[config.mk]
export PLATFORM = sky130hd
export DESIGN_NAME = pipelined_shifter
export DESIGN_NICKNAME = d
export VERILOG_FILES = /design/src/rtl/pipelined_shifter.sv
export SDC_FILE = /design/constraint.sdc
export NUM_CORES = 1
export LEC_CHECK = 0
export BUFFER_PORTS_ARGS = -buffer_cell sky130_fd_sc_hd__buf_4
export CORE_MARGIN = 10
export CORE_UTILIZATION = 40
export DETAILED_ROUTE_END_ITERATION = 10
export PLACE_DENSITY = 0.61
export REMOVE_ABC_BUFFERS = 1
export SYNTH_ARGS = -nofsm -noshare
export SYNTH_HDL_FRONTEND = slang
export SYNTH_SLANG_ARGS = --single-unit
[constraint.sdc]
create_clock -name clk -period 2.1 [get_ports clk]
set_input_delay 0.105 -clock clk [delete_from_list [all_inputs] [get_ports clk]]
set_output_delay 0.105 -clock clk [all_outputs]
set_load 0.02 [all_outputs]
[src/rtl/pipelined_shifter.sv]
// Two-stage pipelined barrel shifter: SLL, SRL, SRA, ROR.
// Low shift bits applied in stage 1, high bits in stage 2.
module pipelined_shifter #(
    parameter int DATA_WIDTH  = 32,
    parameter int SHIFT_WIDTH = 5,
    parameter int SPLIT       = 3,
    parameter int TAG_WIDTH   = 5
) (
    input  logic                   clk,
    input  logic                   rst_n,
    input  logic                   in_valid,
    output logic                   in_ready,
    input  logic [DATA_WIDTH-1:0]  in_data,
    input  logic [SHIFT_WIDTH-1:0] in_shamt,
    input  logic [1:0]             in_op,
    input  logic [TAG_WIDTH-1:0]   in_tag,
    input  logic                   flush,
    output logic                   out_valid,
    input  logic                   out_ready,
    output logic [DATA_WIDTH-1:0]  out_data,
    output logic [TAG_WIDTH-1:0]   out_tag
);

    localparam int HI_W = SHIFT_WIDTH - SPLIT;

    if (DATA_WIDTH != (1 << SHIFT_WIDTH)) begin : g_bad_width
        $error("pipelined_shifter: DATA_WIDTH must be 2**SHIFT_WIDTH");
    end
    if (SPLIT < 1 || SPLIT >= SHIFT_WIDTH) begin : g_bad_split
        $error("pipelined_shifter: SPLIT out of range");
    end

    // One partial shift; fill is the operand's original msb for SRA.
    function automatic logic [DATA_WIDTH-1:0] f_shift(
        input logic [DATA_WIDTH-1:0]  d,
        input logic [SHIFT_WIDTH-1:0] amt,
        input logic [1:0]             op,
        input logic                   fill
    );
        logic [2*DATA_WIDTH-1:0] dbl;
        logic [DATA_WIDTH-1:0]   res;
        dbl = '0;
        res = '0;
        case (op)
            2'b00: res = d << amt;
            2'b01: res = d >> amt;
            2'b10: begin
                dbl = {{DATA_WIDTH{fill}}, d} >> amt;
                res = dbl[DATA_WIDTH-1:0];
            end
            default: begin
                dbl = {d, d} >> amt;
                res = dbl[DATA_WIDTH-1:0];
            end
        endcase
        return res;
    endfunction

    logic                   r_s1_valid;
    logic [DATA_WIDTH-1:0]  r_s1_data;
    logic [HI_W-1:0]        r_s1_shhi;
    logic [1:0]             r_s1_op;
    logic [TAG_WIDTH-1:0]   r_s1_tag;
    logic                   r_s1_msb;

    logic                   r_out_valid;
    logic [DATA_WIDTH-1:0]  r_out_data;
    logic [TAG_WIDTH-1:0]   r_out_tag;

    logic                   w_s2_load;
    logic                   w_in_fire;
    logic [SHIFT_WIDTH-1:0] w_s1_amt;
    logic [SHIFT_WIDTH-1:0] w_s2_amt;
    logic [DATA_WIDTH-1:0]  w_s1_res;
    logic [DATA_WIDTH-1:0]  w_s2_res;

    assign w_s2_load = r_s1_valid && (!r_out_valid || out_ready);
    assign in_ready  = !r_s1_valid || w_s2_load;
    assign w_in_fire = in_valid && in_ready;

    assign w_s1_amt = {{HI_W{1'b0}}, in_shamt[SPLIT-1:0]};
    assign w_s2_amt = {r_s1_shhi, {SPLIT{1'b0}}};

    assign w_s1_res = f_shift(in_data, w_s1_amt, in_op,
                              in_data[DATA_WIDTH-1]);
    assign w_s2_res = f_shift(r_s1_data, w_s2_amt, r_s1_op, r_s1_msb);

    assign out_valid = r_out_valid;
    assign out_data  = r_out_data;
    assign out_tag   = r_out_tag;

    // Stage 1: capture partially shifted operand and the remaining control.
    always_ff @(posedge clk) begin
        if (!rst_n) begin
            r_s1_valid <= 1'b0;
            r_s1_data  <= '0;
            r_s1_shhi  <= '0;
            r_s1_op    <= '0;
            r_s1_tag   <= '0;
            r_s1_msb   <= 1'b0;
        end else if (flush) begin
            r_s1_valid <= 1'b0;
        end else if (w_in_fire) begin
            r_s1_valid <= 1'b1;
            r_s1_data  <= w_s1_res;
            r_s1_shhi  <= in_shamt[SHIFT_WIDTH-1:SPLIT];
            r_s1_op    <= in_op;
            r_s1_tag   <= in_tag;
            r_s1_msb   <= in_data[DATA_WIDTH-1];
        end else if (w_s2_load) begin
            r_s1_valid <= 1'b0;
        end
    end

    // Stage 2: finish the shift and hold the result until consumed.
    always_ff @(posedge clk) begin
        if (!rst_n) begin
            r_out_valid <= 1'b0;
            r_out_data  <= '0;
            r_out_tag   <= '0;
        end else if (flush) begin
            r_out_valid <= 1'b0;
        end else if (w_s2_load) begin
            r_out_valid <= 1'b1;
            r_out_data  <= w_s2_res;
            r_out_tag   <= r_s1_tag;
        end else if (out_ready) begin
            r_out_valid <= 1'b0;
        end
    end

endmodule
### Word-level counts from Yosys, hierarchy flattened

Cells that the tools add are included.
W data, S select, Z words.

* bits in registers: 81
* bits of input ports: 49
* output and inout port bits: 39

* eq/ne operators: 4
* shifts and indexed selects: 8
* multiplexer cells: 6
* bitwise gates (word level): 2
* reduce and logical (&&, ||, !) cells: 13

Operators by type and width (count)
* $pmux W32 S3: 2
* $shr A64 B3 Y32: 2
* $shr A64 B5 Y32: 2
* $shl A32 B3 Y32: 1
* $shl A32 B5 Y32: 1
* $shr A32 B3 Y32: 1
* $shr A32 B5 Y32: 1
* $eq A2 B1 Y1 const B: 2
* $eq A2 B2 Y1 const B: 2
* $logic_not A2 Y1: 2
* $mux W1: 4
* $reduce_and A2 Y1: 2
* $reduce_bool A2 Y1: 2
* $logic_and A1 B1 Y1: 2
* $logic_not A1 Y1: 2
* $logic_or A1 B1 Y1: 2
* $not A1 Y1: 2
* $reduce_or A2 Y1: 1

### Depth between registers and ports, before layout

Gate-level depths: netlist (run 1).

* depth after elaboration: 6
* depth in mapped cells: 9
* mapped depth without buffers: 7

### Worst setup path before layout (run 1)

Ideal clock, no wire load.

* path type: flip-flop to flip-flop
* from: reg r_out_valid, in the netlist out_valid
* to: reg r_s1_data[14]
* library setup time: 86 ps
* data arrival time: 1647 ps
* data required time: 2014 ps
* path slack: 367 ps
* stages on the path, launching flop included: 7
* path buffers: 1
* path through: dfxtp_1 > nand3b_1 > nor3b_2 > nand3_1 > buf_2 > o22ai_1 > a211oi_1

* longest elaborated chain between the ends: 6

Ends and longest elaborated chain
* start, declared: RTL line 66 `logic r_out_valid;`
* start signal, assigned: RTL line 118 `r_out_valid <= 1'b0;`
* start signal, assigned: RTL line 122 `r_out_valid <= 1'b0;`
* start signal, assigned: RTL line 124 `r_out_valid <= 1'b1;`
* $logic_not A1 Y1: RTL line 77 `assign w_s2_load = r_s1_valid && (!r_out_valid || out_ready);`
* $logic_or A1 B1 Y1: RTL line 77
* $logic_and A1 B1 Y1: RTL line 77
* $logic_or A1 B1 Y1: RTL line 78 `assign in_ready = !r_s1_valid || w_s2_load;`
* via in_ready: RTL line 12 `output logic in_ready,`
* $logic_and A1 B1 Y1: RTL line 79 `assign w_in_fire = in_valid && in_ready;`
* $reduce_and A2 Y1 (no line)
* end signal, assigned: RTL line 105 `r_s1_data <= w_s1_res;`
* end, declared: RTL line 60 `logic [DATA_WIDTH-1:0] r_s1_data;`

The timed path passes the listed nets, and every way through them passes these cells.
A chain may end at the register's enable or synchronous reset.

### Worst setup path after layout (run 1)

* from: reg r_out_valid, in the netlist out_valid
* to: reg r_out_data[6], in the netlist out_data[6]

* longest elaborated chain between the ends: 4

Ends and longest elaborated chain
* $logic_not A1 Y1: RTL line 77
* $logic_or A1 B1 Y1: RTL line 77
* $logic_and A1 B1 Y1: RTL line 77
* $reduce_and A2 Y1 (no line)
* end signal, assigned: RTL line 125 `r_out_data <= w_s2_res;`
* end, declared: RTL line 67 `logic [DATA_WIDTH-1:0] r_out_data;`

No other way between the ends.

==> results of run 1 <==
kinds of logic (layout without fill, tap and decap cells):
group	count (synthesis)	in the layout
fa+ha+maj	4	4
buf+inv	91	170
mux	141	141
flops	81	81
simple gates	200	200
compound gates	290	290
layout make-up:
type                       count  area (um^2)  share of cell area
tap                          220          275              0.0339
clock buffer                   9          225              0.0277
sequential                    81         1620               0.200
inverter                      12         45.0             0.00554
timing repair buffer         142         1140               0.141
clock inverter                 7         80.1             0.00985
multi-input combinational    635         4740               0.583
per-stage QoR:
| step | power (W) | instances | area (um^2) | util |
|---|---|---|---|---|
| floorplan | 0.00248 | 728 | 6390 | - |
| global placement | 0.00303 | 1084 | 7770 | 0.465 |
| detailed placement | 0.00304 | 1084 | 7770 | 0.465 |
| CTS | 0.00467 | 1106 | 8130 | 0.487 |
| global route | 0.00487 | 1106 | 8130 | 0.487 |
| finish | 0.00465 | 1106 | 8130 | 0.487 |
per-layer routing:
| metal | share of wire | vias up | GRT usage | wire [um] |
|---|---|---|---|---|
| li1 | - | 3205 | - | - |
| met1 | 0.44 | 3317 | 0.273 | 10100 |
| met4 | 0.021 | 0 | 0.0630 | 479 |
| met2 | 0.47 | 285 | 0.311 | 10900 |
| met3 | 0.073 | 32 | 0.0427 | 1690 |
| met5 | 0 | - | 0 | 0 |
cell usage after synthesis, types with 11 or more instances:
library cell / number
nor2_1: 95
a21oi_1: 88
mux2i_1: 82
dfxtp_1: 81
o21ai_0: 72
nand2_1: 50
mux4_2: 42
clkbuf_1: 31
o22ai_1: 30
buf_2: 23
nand2b_1: 18
a31oi_1: 17
a211oi_1: 16
mux2_2: 15
o221ai_1: 15
nor2b_1: 12
a21o_1: 11
flip-flops by register name (all words and copies together), names as in the netlist:
register,flops
out_data,32
r_s1_data,32
out_tag,5
r_s1_tag,5
r_s1_op,2
r_s1_shhi,2
out_valid,1
r_s1_msb,1
r_s1_valid,1
power breakdown:
part	total [W]	switching [W]	internal [W]
Combinational	0.00132	0.000728	0.000593
Clock	0.00162	0.000683	0.000933
Sequential	0.00172	0.000102	0.00161
how the worst min path moves through the flow:
stage          cells past startpoint  slack [ns]         from                   endpoint
2_1_floorplan                      2        0.24  in_data[31]      r_s1_msb$_SDFFE_PN0P_
3_3_place_gp                       3        0.36    in_tag[3]   r_s1_tag[3]$_SDFFE_PN0P_
3_5_place_dp                       3        0.36    in_tag[3]   r_s1_tag[3]$_SDFFE_PN0P_
4_1_cts                            3        0.03  in_shamt[3]  r_s1_shhi[0]$_SDFFE_PN0P_
5_1_grt                            3        0.05  in_shamt[3]  r_s1_shhi[0]$_SDFFE_PN0P_
6_report                           3        0.04  in_shamt[3]  r_s1_shhi[0]$_SDFFE_PN0P_
tightest hold or removal path: stages:
cell     delay, ns
buf_4         0.11
nand2_1       0.07
a21oi_1       0.06
layout by cell type (no fill, tap or decap), types with 11 or more instances in the layout:
cell	Yosys	routed
buf_4	10	131
nor2_1	95	95
a21oi_1	88	88
mux2i_1	82	82
dfxtp_1	81	80
o21ai_0	72	72
nand2_1	50	50
mux4_2	42	42
o22ai_1	30	30
nand2b_1	18	18
a31oi_1	17	17
a211oi_1	16	16
mux2_2	15	15
o221ai_1	15	15
nor2b_1	12	12
a21o_1	11	11
==> results.cfg, run 1 <==
[timing]
worst_slack_ns = 0.237
final.setup.tns_ns = 0
final.hold.worst_slack_ns = 0.0396
period_minus_slack_ns = 1.86
final_setup_violation_count = 0
grt_setup_unrepaired = false
tightest_slew_ns = 0.758
max_transition_viols_final = 0
report.final.hold_viol_count = 0
worst_slew_margin_rel = 0.495
fin_crit_sh = 0.887
fmaxAchievable_mhz = 537
worst_clock_skew_ns = 0.0119

[global_route]
grt_use_total = 0.201
grt_first_pass_wirelength_mm = 36.6
grt_pass1_vias = 6369
grt_antenna_before_repair = 0
grt_start_max_net_pins = 52
gr-total-overflow = 0

[clocking]
holdBufCountCts = 6
cts_tree = yes
cts.repair_timing.setup_buffer_count = 0
htree_num_levels = 3
clock_tree.root_cell = clkbuf_16
path_clk_slew_ns = 0.06
max-clock-path-buffers = 2
cts_repair_resize_count = 0
clock_insertion_delay_worst_skew_ns = 0.35
clock-sinks = 81
cts-buffers-inserted = 9

[cells_and_area]
area_growth_pct = 18.8
fillCellCount = 1667
nets = 934
drive_gt1_frac = 0.248
antenna_cells = 0

[logic_synthesis]
netlist_top_cells_area = dfxtp_1, mux4_2, mux2i_1
synthSimpleGateAreaFrac = 0.130
ys_warn_count = 0
synth.avg_cell_area_um2 = 8.48
sequential_to_total_area_share_from_yosys_stat = 0.237
async_reset_ff_frac = 0
synth_enable_flop_cells = 0
ys_types = 56
largest_family_of_logic_cells_by_synthesized_area = multiplexers
synth.ff_latch_count = 81
compound_gate_portion_of_the_synthesized_area = 0.263
synth.area.mux_share = 0.290
mappedNetlistArea_um2 = 6850
post_synth_fa_ha_maj_area_fraction = 0.00731
syn-instance-count = 807
post-synth-top-area-cell = dfxtp_1
post-synth-top-area-fraction = 0.237
synthXorXnorAreaFrac = 0
primary_ff_master_synth = dfxtp_1

[worst_setup_path]
worst_r2r_path_depth = 4
worst_path_dominant_cell_family = simple AND/OR/NAND/NOR gates
cells_traversed_along_the_worst_timing_path = nor2b_1 > or3b_2 > a311oi_1 > nor3_1
critPathRequiredTime_ns = 2.32
launch_instance_of_the_worst_register_to_register_path = out_valid$_SDFFE_PP0P_
path_max_fanout = 32
path_class = flip-flop to flip-flop
timing.critical_path.from_type = flip-flop
worst_r2r_setup_slack_ns = 0.24
cp-startpoint = out_valid$_SDFFE_PP0P_
timing.critical_path.slowest_cell_delay_ns = 0.77
setup.worst_path.end_class = flip-flop
crit_end = out_data[6]$_SDFFE_PN0P_
cp_num_cells = 4
critical_path.reg2reg.endpoint = out_data[6]$_SDFFE_PN0P_
worst_ep_arrival_time_ns = 2.08
critical_path_buf_inv_count = 0
cpMaxStageDelayCell = or3b_2

[placement]
routabilityCongestion = 0.903
buffer_ports.inserted = 87
pre_cts_ws_ns = 0.275
post_dp_hpwl_mm = 17.1

[die]
die-width_um = 151
start_util = 0.410
io-pin-count = 88
core_um2 = 16700
die-height_um = 151
core.rowCount = 47
floorplan.die_area_um2 = 22700

[detailed_routing]
remaining_drc_errors = 0
detailedRoute.firstIterationViolations = 741
firstDrtPassIters = 6
drt-vias-per-instance = 6.18
num_vias = 6839
drt-total-wl_mm = 23.2
post_drt_wl_per_cell_um = 21.0
antenna_violating_nets_post_route = 0

[power]
power_leakage_nw = 3.13
worst_ir_drop_vdd_mv = 0.343
power_density_nw_per_um2 = 572

[outcome]
run_status = complete, no violations

[flow_run]
max_cap_viol_count = 0

[hold_path]
classification_of_the_worst_slack_hold_path = primary input to flip-flop
Note: power is estimated with default switching activity, not from simulation.
==> inputs of run 2 (changes only) <==
--- a/config.mk
+++ b/config.mk
@@ -7,9 +7,9 @@
 export LEC_CHECK = 0
 export BUFFER_PORTS_ARGS = -buffer_cell sky130_fd_sc_hd__buf_4
 export CORE_MARGIN = 10
-export CORE_UTILIZATION = 40
+export CORE_UTILIZATION = 36
 export DETAILED_ROUTE_END_ITERATION = 10
-export PLACE_DENSITY = 0.61
+export PLACE_DENSITY = 0.56
 export REMOVE_ABC_BUFFERS = 1
 export SYNTH_ARGS = -nofsm -noshare
 export SYNTH_HDL_FRONTEND = slang
==> results.cfg, run 2 (synthesized netlist as in run 1, its figures left out) <==
[outcome]
run_status = complete, no violations

[detailed_routing]
num_vias = 6697
antenna_violating_nets_post_route = 0
firstDrtPassIters = 5
remaining_drc_errors = 0
post_drt_wl_per_cell_um = 20.7
detailedRoute.firstIterationViolations = 508
drt-total-wl_mm = 23.2
drt-vias-per-instance = 5.98

[die]
floorplan.die_area_um2 = 24900
die-width_um = 158
die-height_um = 158
core_um2 = 18700
core.rowCount = 50
io-pin-count = 88
start_util = 0.366

[power]
worst_ir_drop_vdd_mv = 0.335
power_density_nw_per_um2 = 590
power_leakage_nw = 3.14

[clocking]
clock_insertion_delay_worst_skew_ns = 0.34
max-clock-path-buffers = 2
cts-buffers-inserted = 9
htree_num_levels = 3
cts_tree = yes
holdBufCountCts = 0
clock_tree.root_cell = clkbuf_16
path_clk_slew_ns = 0.07
cts_repair_resize_count = 0
clock-sinks = 81
cts.repair_timing.setup_buffer_count = 0

[global_route]
grt_antenna_before_repair = 0
grt_start_max_net_pins = 29
gr-total-overflow = 0
grt_use_total = 0.184
grt_pass1_vias = 6550
grt_first_pass_wirelength_mm = 37.1

[cells_and_area]
nets = 934
layout_common_cells = buf_4, nor2_1, a21oi_1
layout.cells.most_common = buf_4
antenna_cells = 0
area_growth_pct = 18.8
design_area_um2 = 8140
drive_gt1_frac = 0.255

[worst_setup_path]
cp-startpoint = r_s1_op[0]$_SDFFE_PN0P_
launch_instance_of_the_worst_register_to_register_path = r_s1_op[0]$_SDFFE_PN0P_
worst_r2r_setup_slack_ns = 0.26
timing.critical_path.from_type = flip-flop
critPathRequiredTime_ns = 2.37
path_max_fanout = 17
path_class = flip-flop to flip-flop
setup.worst_path.end_class = flip-flop
worst_ep_arrival_time_ns = 2.11
critical_path.reg2reg.endpoint = out_data[22]$_SDFFE_PN0P_
crit_end = out_data[22]$_SDFFE_PN0P_
worst_r2r_path_depth = 6

[timing]
worst_clock_skew_ns = 0.00776
tightest_slew_ns = 0.588
worst_slew_margin_rel = 0.607
final.setup.tns_ns = 0
fmaxAchievable_mhz = 545
period_minus_slack_ns = 1.84
worst_slack_ns = 0.264
fin_crit_sh = 0.874
final_setup_violation_count = 0
report.final.hold_viol_count = 0
max_transition_viols_final = 0
grt_setup_unrepaired = false

[placement]
post_dp_hpwl_mm = 17.5
buffer_ports.inserted = 87
placement.cell_area_um2 = 7800
routabilityCongestion = 0.897
pre_cts_ws_ns = 0.234

[flow_run]
max_cap_viol_count = 0

[hold_path]
min_from = in_shamt[3]
classification_of_the_worst_slack_hold_path = primary input to flip-flop
## run 2: cell count changes in the layout (fill, tap and decap cells not counted)
cell / change
inv_6: +2
buf_4: +8
clkinv_4: -3
inv_8: +1
dlygate4sd3_1: -6
clkinv_2: -1
buf_12: -2
bufinv_16: +1
## run 2: critical path, stage by stage (launching register included)
cell and delay (ns):
dfxtp_1 0.31, inv_1 0.07, ha_1 0.34, nand2_1 0.43, nor2_1 0.33, a21oi_1 0.10
a21oi_1 0.16
## run 2: stage by stage
stage	utilization	std cells	hold WS, ns	power [W]
floorplan	-	728	0.241	0.00248
global placement	0.417	1104	0.355	0.00304
detailed placement	0.417	1104	0.369	0.00305
CTS	0.435	1120	0.00334	0.00481
global route	0.435	1120	0.0127	0.00501
finish	0.435	1120	0.00802	0.00480
## run 2: per-layer routing
| layer | track usage | vias up | wire length (um) |
|---|---|---|---|
| li1 | - | 3208 | - |
| met1 | 0.254 | 3215 | 10700 |
| met2 | 0.291 | 252 | 10700 |
| met3 | 0.0280 | 22 | 1390 |
| met4 | 0.0534 | 0 | 384 |
| met5 | 0 | - | 0 |
## run 2: worst min-delay path by stage
stage,slack [ns],to,cells after the start
6_report,0.008,r_s1_shhi[0]$_SDFFE_PN0P_,3
5_1_grt,0.01,r_s1_tag[1]$_SDFFE_PN0P_,3
4_1_cts,0.003,r_s1_shhi[0]$_SDFFE_PN0P_,3
3_5_place_dp,0.37,r_s1_shhi[0]$_SDFFE_PN0P_,3
3_3_place_gp,0.36,r_s1_tag[2]$_SDFFE_PN0P_,3
2_1_floorplan,0.24,r_s1_msb$_SDFFE_PN0P_,2
## run 2: area by class of cell
cell class              count  area [um^2]
clock inverters             7          108
inverters                  12         45.0
flip-flops and latches     81         1620
clock buffers               9          225
multi-input cells         635         4740
well taps                 234          293
repair buffers            142         1100
fillers                  1913        10600
## run 2: power by group
| group | leakage, nW | internal, W | total [W] | switching, W |
|---|---|---|---|---|
| Sequential | 0.663 | 0.00161 | 0.00172 | 0.000103 |
| Clock | 0.160 | 0.00107 | 0.00178 | 0.000709 |
| Combinational | 2.32 | 0.000586 | 0.00131 | 0.000725 |
| Total | 3.14 | 0.00327 | 0.00480 | 0.00154 |
==> inputs of run 3 (changes only) <==
--- a/config.mk
+++ b/config.mk
@@ -5,6 +5,7 @@
 export SDC_FILE = /design/constraint.sdc
 export NUM_CORES = 1
 export LEC_CHECK = 0
+export ABC_AREA = 1
 export BUFFER_PORTS_ARGS = -buffer_cell sky130_fd_sc_hd__buf_4
 export CORE_MARGIN = 10
 export CORE_UTILIZATION = 36
==> results.cfg, run 3 <==
[outcome]
run_status = complete, no violations

[worst_setup_path]
setup.worst_path.end_class = flip-flop
worst_r2r_setup_slack_ns = 0.21
cells_traversed_along_the_worst_timing_path = inv_1 > ha_1 > nand3_2 > o21ai_0 > o21ai_0 > nor2_1 > o21ai_0 > a21oi_1
timing.critical_path.slowest_cell_delay_ns = 0.33
path_max_fanout = 17
worst_r2r_path_depth = 8
critPathRequiredTime_ns = 2.32
critical_path.reg2reg.endpoint = out_data[19]$_SDFFE_PN0P_
launch_instance_of_the_worst_register_to_register_path = r_s1_op[0]$_SDFFE_PN0P_
timing.critical_path.from_type = flip-flop
worst_path_dominant_cell_family = compound AO/OA/AOI/OAI gates
critPathMostFrequentCell = o21ai_0
path_class = flip-flop to flip-flop
cp_num_cells = 8
cpMaxStageDelayCell = ha_1
worst_ep_arrival_time_ns = 2.11
critical_path_buf_inv_count = 1

[hold_path]
classification_of_the_worst_slack_hold_path = primary input to flip-flop
hold_path_depth = 3
min_from = in_tag[4]
terminating_pin_of_the_worst_hold_path = r_s1_tag[4]$_SDFFE_PN0P_

[detailed_routing]
detailedRoute.firstIterationViolations = 580
num_vias = 7802
drt-total-wl_mm = 24.0
post_drt_wl_per_cell_um = 16.9
firstDrtPassIters = 5
antenna_violating_nets_post_route = 0
drt-vias-per-instance = 5.51
remaining_drc_errors = 0

[logic_synthesis]
mappedNetlistArea_um2 = 6580
sequential_to_total_area_share_from_yosys_stat = 0.246
yosysMostFrequentCell = nand2_1
post-synth-top-area-cell = dfxtp_1
synth.avg_cell_area_um2 = 5.72
post-synth-top-area-fraction = 0.246
async_reset_ff_frac = 0
ys_types = 36
synth_common_cells = nand2_1, o21ai_0, nand3_1, a21oi_1, nor2_1
ys_warn_count = 0
synth_enable_flop_cells = 0
netlist_top_cells_area = dfxtp_1, nand2_1, o21ai_0
synth.ff_latch_count = 81
syn-instance-count = 1151
primary_ff_master_synth = dfxtp_1

[flow_run]
max_cap_viol_count = 0

[cells_and_area]
antenna_cells = 0
layout.cells.non_filler = 1417
layout.cells.most_common = nand2_1
drive_gt1_frac = 0.120
nets = 1236
area_growth_pct = 16.1
fillCellCount = 2027
layout_common_cells = nand2_1, o21ai_0, nand3_1

[global_route]
grt_first_pass_wirelength_mm = 38.5
grt_pass1_vias = 7235
gr-total-overflow = 0
grt_antenna_before_repair = 0
grt_start_max_net_pins = 75
grt_use_total = 0.193

[clocking]
clock_tree.root_cell = clkbuf_16
clock_insertion_delay_worst_skew_ns = 0.35
path_clk_slew_ns = 0.06
cts-buffers-inserted = 9
max-clock-path-buffers = 2
cts_repair_resize_count = 0
clock-sinks = 81
cts_tree = yes
htree_num_levels = 3

[timing]
max_transition_viols_final = 0
final_setup_violation_count = 0
final.setup.tns_ns = 0
tightest_slew_ns = 0.637
worst_clock_skew_ns = 0.0101
fmaxAchievable_mhz = 528
report.final.hold_viol_count = 0
grt_setup_unrepaired = false
worst_slack_ns = 0.206
worst_slew_margin_rel = 0.575
period_minus_slack_ns = 1.89
fin_crit_sh = 0.902

[power]
power_density_nw_per_um2 = 598
power_leakage_nw = 3.47
power_w = 0.00457
worst_ir_drop_vdd_mv = 0.397

[placement]
routabilityCongestion = 0.928
dp.cells = 1400
pre_cts_ws_ns = 0.219
post_dp_hpwl_mm = 17.1
buffer_ports.inserted = 87

[die]
core.rowCount = 49
core_um2 = 18000
die-width_um = 155
start_util = 0.366
io-pin-count = 88
die-height_um = 155
floorplan.die_area_um2 = 24100
==> run 3: cell count changes after synthesis, sizes merged, moves of 18 or more <==
| cell | before | now |
|---|---|---|
| a21oi | 88 | 115 |
| inv | 10 | 76 |
| mux2i | 82 | 5 |
| mux4 | 44 | 0 |
| nand2 | 50 | 302 |
| nand2b | 18 | 0 |
| nand3 | 8 | 128 |
| o21ai | 75 | 193 |
| o22ai | 30 | 1 |
==> run 3: per-layer routing <==
metal | wire [um] | track usage | part of all wire
met4 | 314 | 0.0450 | 0.013
met5 | 0 | 0 | 0
met3 | 1350 | 0.0347 | 0.056
met1 | 11300 | 0.263 | 0.47
met2 | 11000 | 0.308 | 0.46
==> run 3: worst min-delay path: cells and delay by family <==
family                 cells  cell delay, ns
AOI/OAI and AO/OA          1            0.07
buffers and inverters      1            0.07
and+or+nand+nor            1            0.07
==> run 3: power by group <==
group          internal (W)  switching [W]
Sequential          0.00162      0.0000789
Clock              0.000920       0.000651
Combinational      0.000440       0.000857
==> run 3: cell families (layout without fill, tap and decap cells) <==
kind of cell | count (synthesis) | in the layout | share of synthesized area
AO/OA/AOI/OAI | 355 | 355 | 0.288
multiplexers | 5 | 5 | 0.00760
buffers and inverters | 171 | 208 | 0.113
flip-flops | 81 | 81 | 0.246
AND/OR/NAND/NOR | 535 | 535 | 0.338
adder cells (fa/ha/maj) | 4 | 4 | 0.00760
==> run 3: metrics by stage <==
stage,hold WS [ns],cell area (um^2),util
2_1_floorplan,0.228,6140,-
3_3_place_gp,0.355,7340,0.409
3_5_place_dp,0.361,7340,0.409
4_1_cts,0.00523,7640,0.425
5_1_grt,0.00970,7640,0.425
6_report,0.0101,7640,0.425
==> run 3: layout make-up <==
cell class	instances	area (um^2)	area share
timing repair buffer	113	926	0.121
tap	229	287	0.0375
clock inverter	5	56.3	0.00737
multi-input combinational	899	4220	0.552
inverter	79	299	0.0391
clock buffer	11	233	0.0305
sequential	81	1620	0.212
==> run 3: worst max path at each step <==
| stage | start | to |
|---|---|---|
| floorplan | r_s1_shhi[1]$_SDFFE_PN0P_ | out_data[24]$_SDFFE_PN0P_ |
| global placement | r_s1_op[0]$_SDFFE_PN0P_ | out_data[31]$_SDFFE_PN0P_ |
| detailed placement | r_s1_op[1]$_SDFFE_PN0P_ | out_data[26]$_SDFFE_PN0P_ |
| CTS | r_s1_op[1]$_SDFFE_PN0P_ | out_data[26]$_SDFFE_PN0P_ |
| global route | r_s1_op[0]$_SDFFE_PN0P_ | out_data[31]$_SDFFE_PN0P_ |
| finish | r_s1_op[0]$_SDFFE_PN0P_ | out_data[19]$_SDFFE_PN0P_ |
==> run 3: repair_timing <==
item,CTS,global route
hold buffers,1,0
endpoints found under the hold margin,1,0
setup buffers,0,0
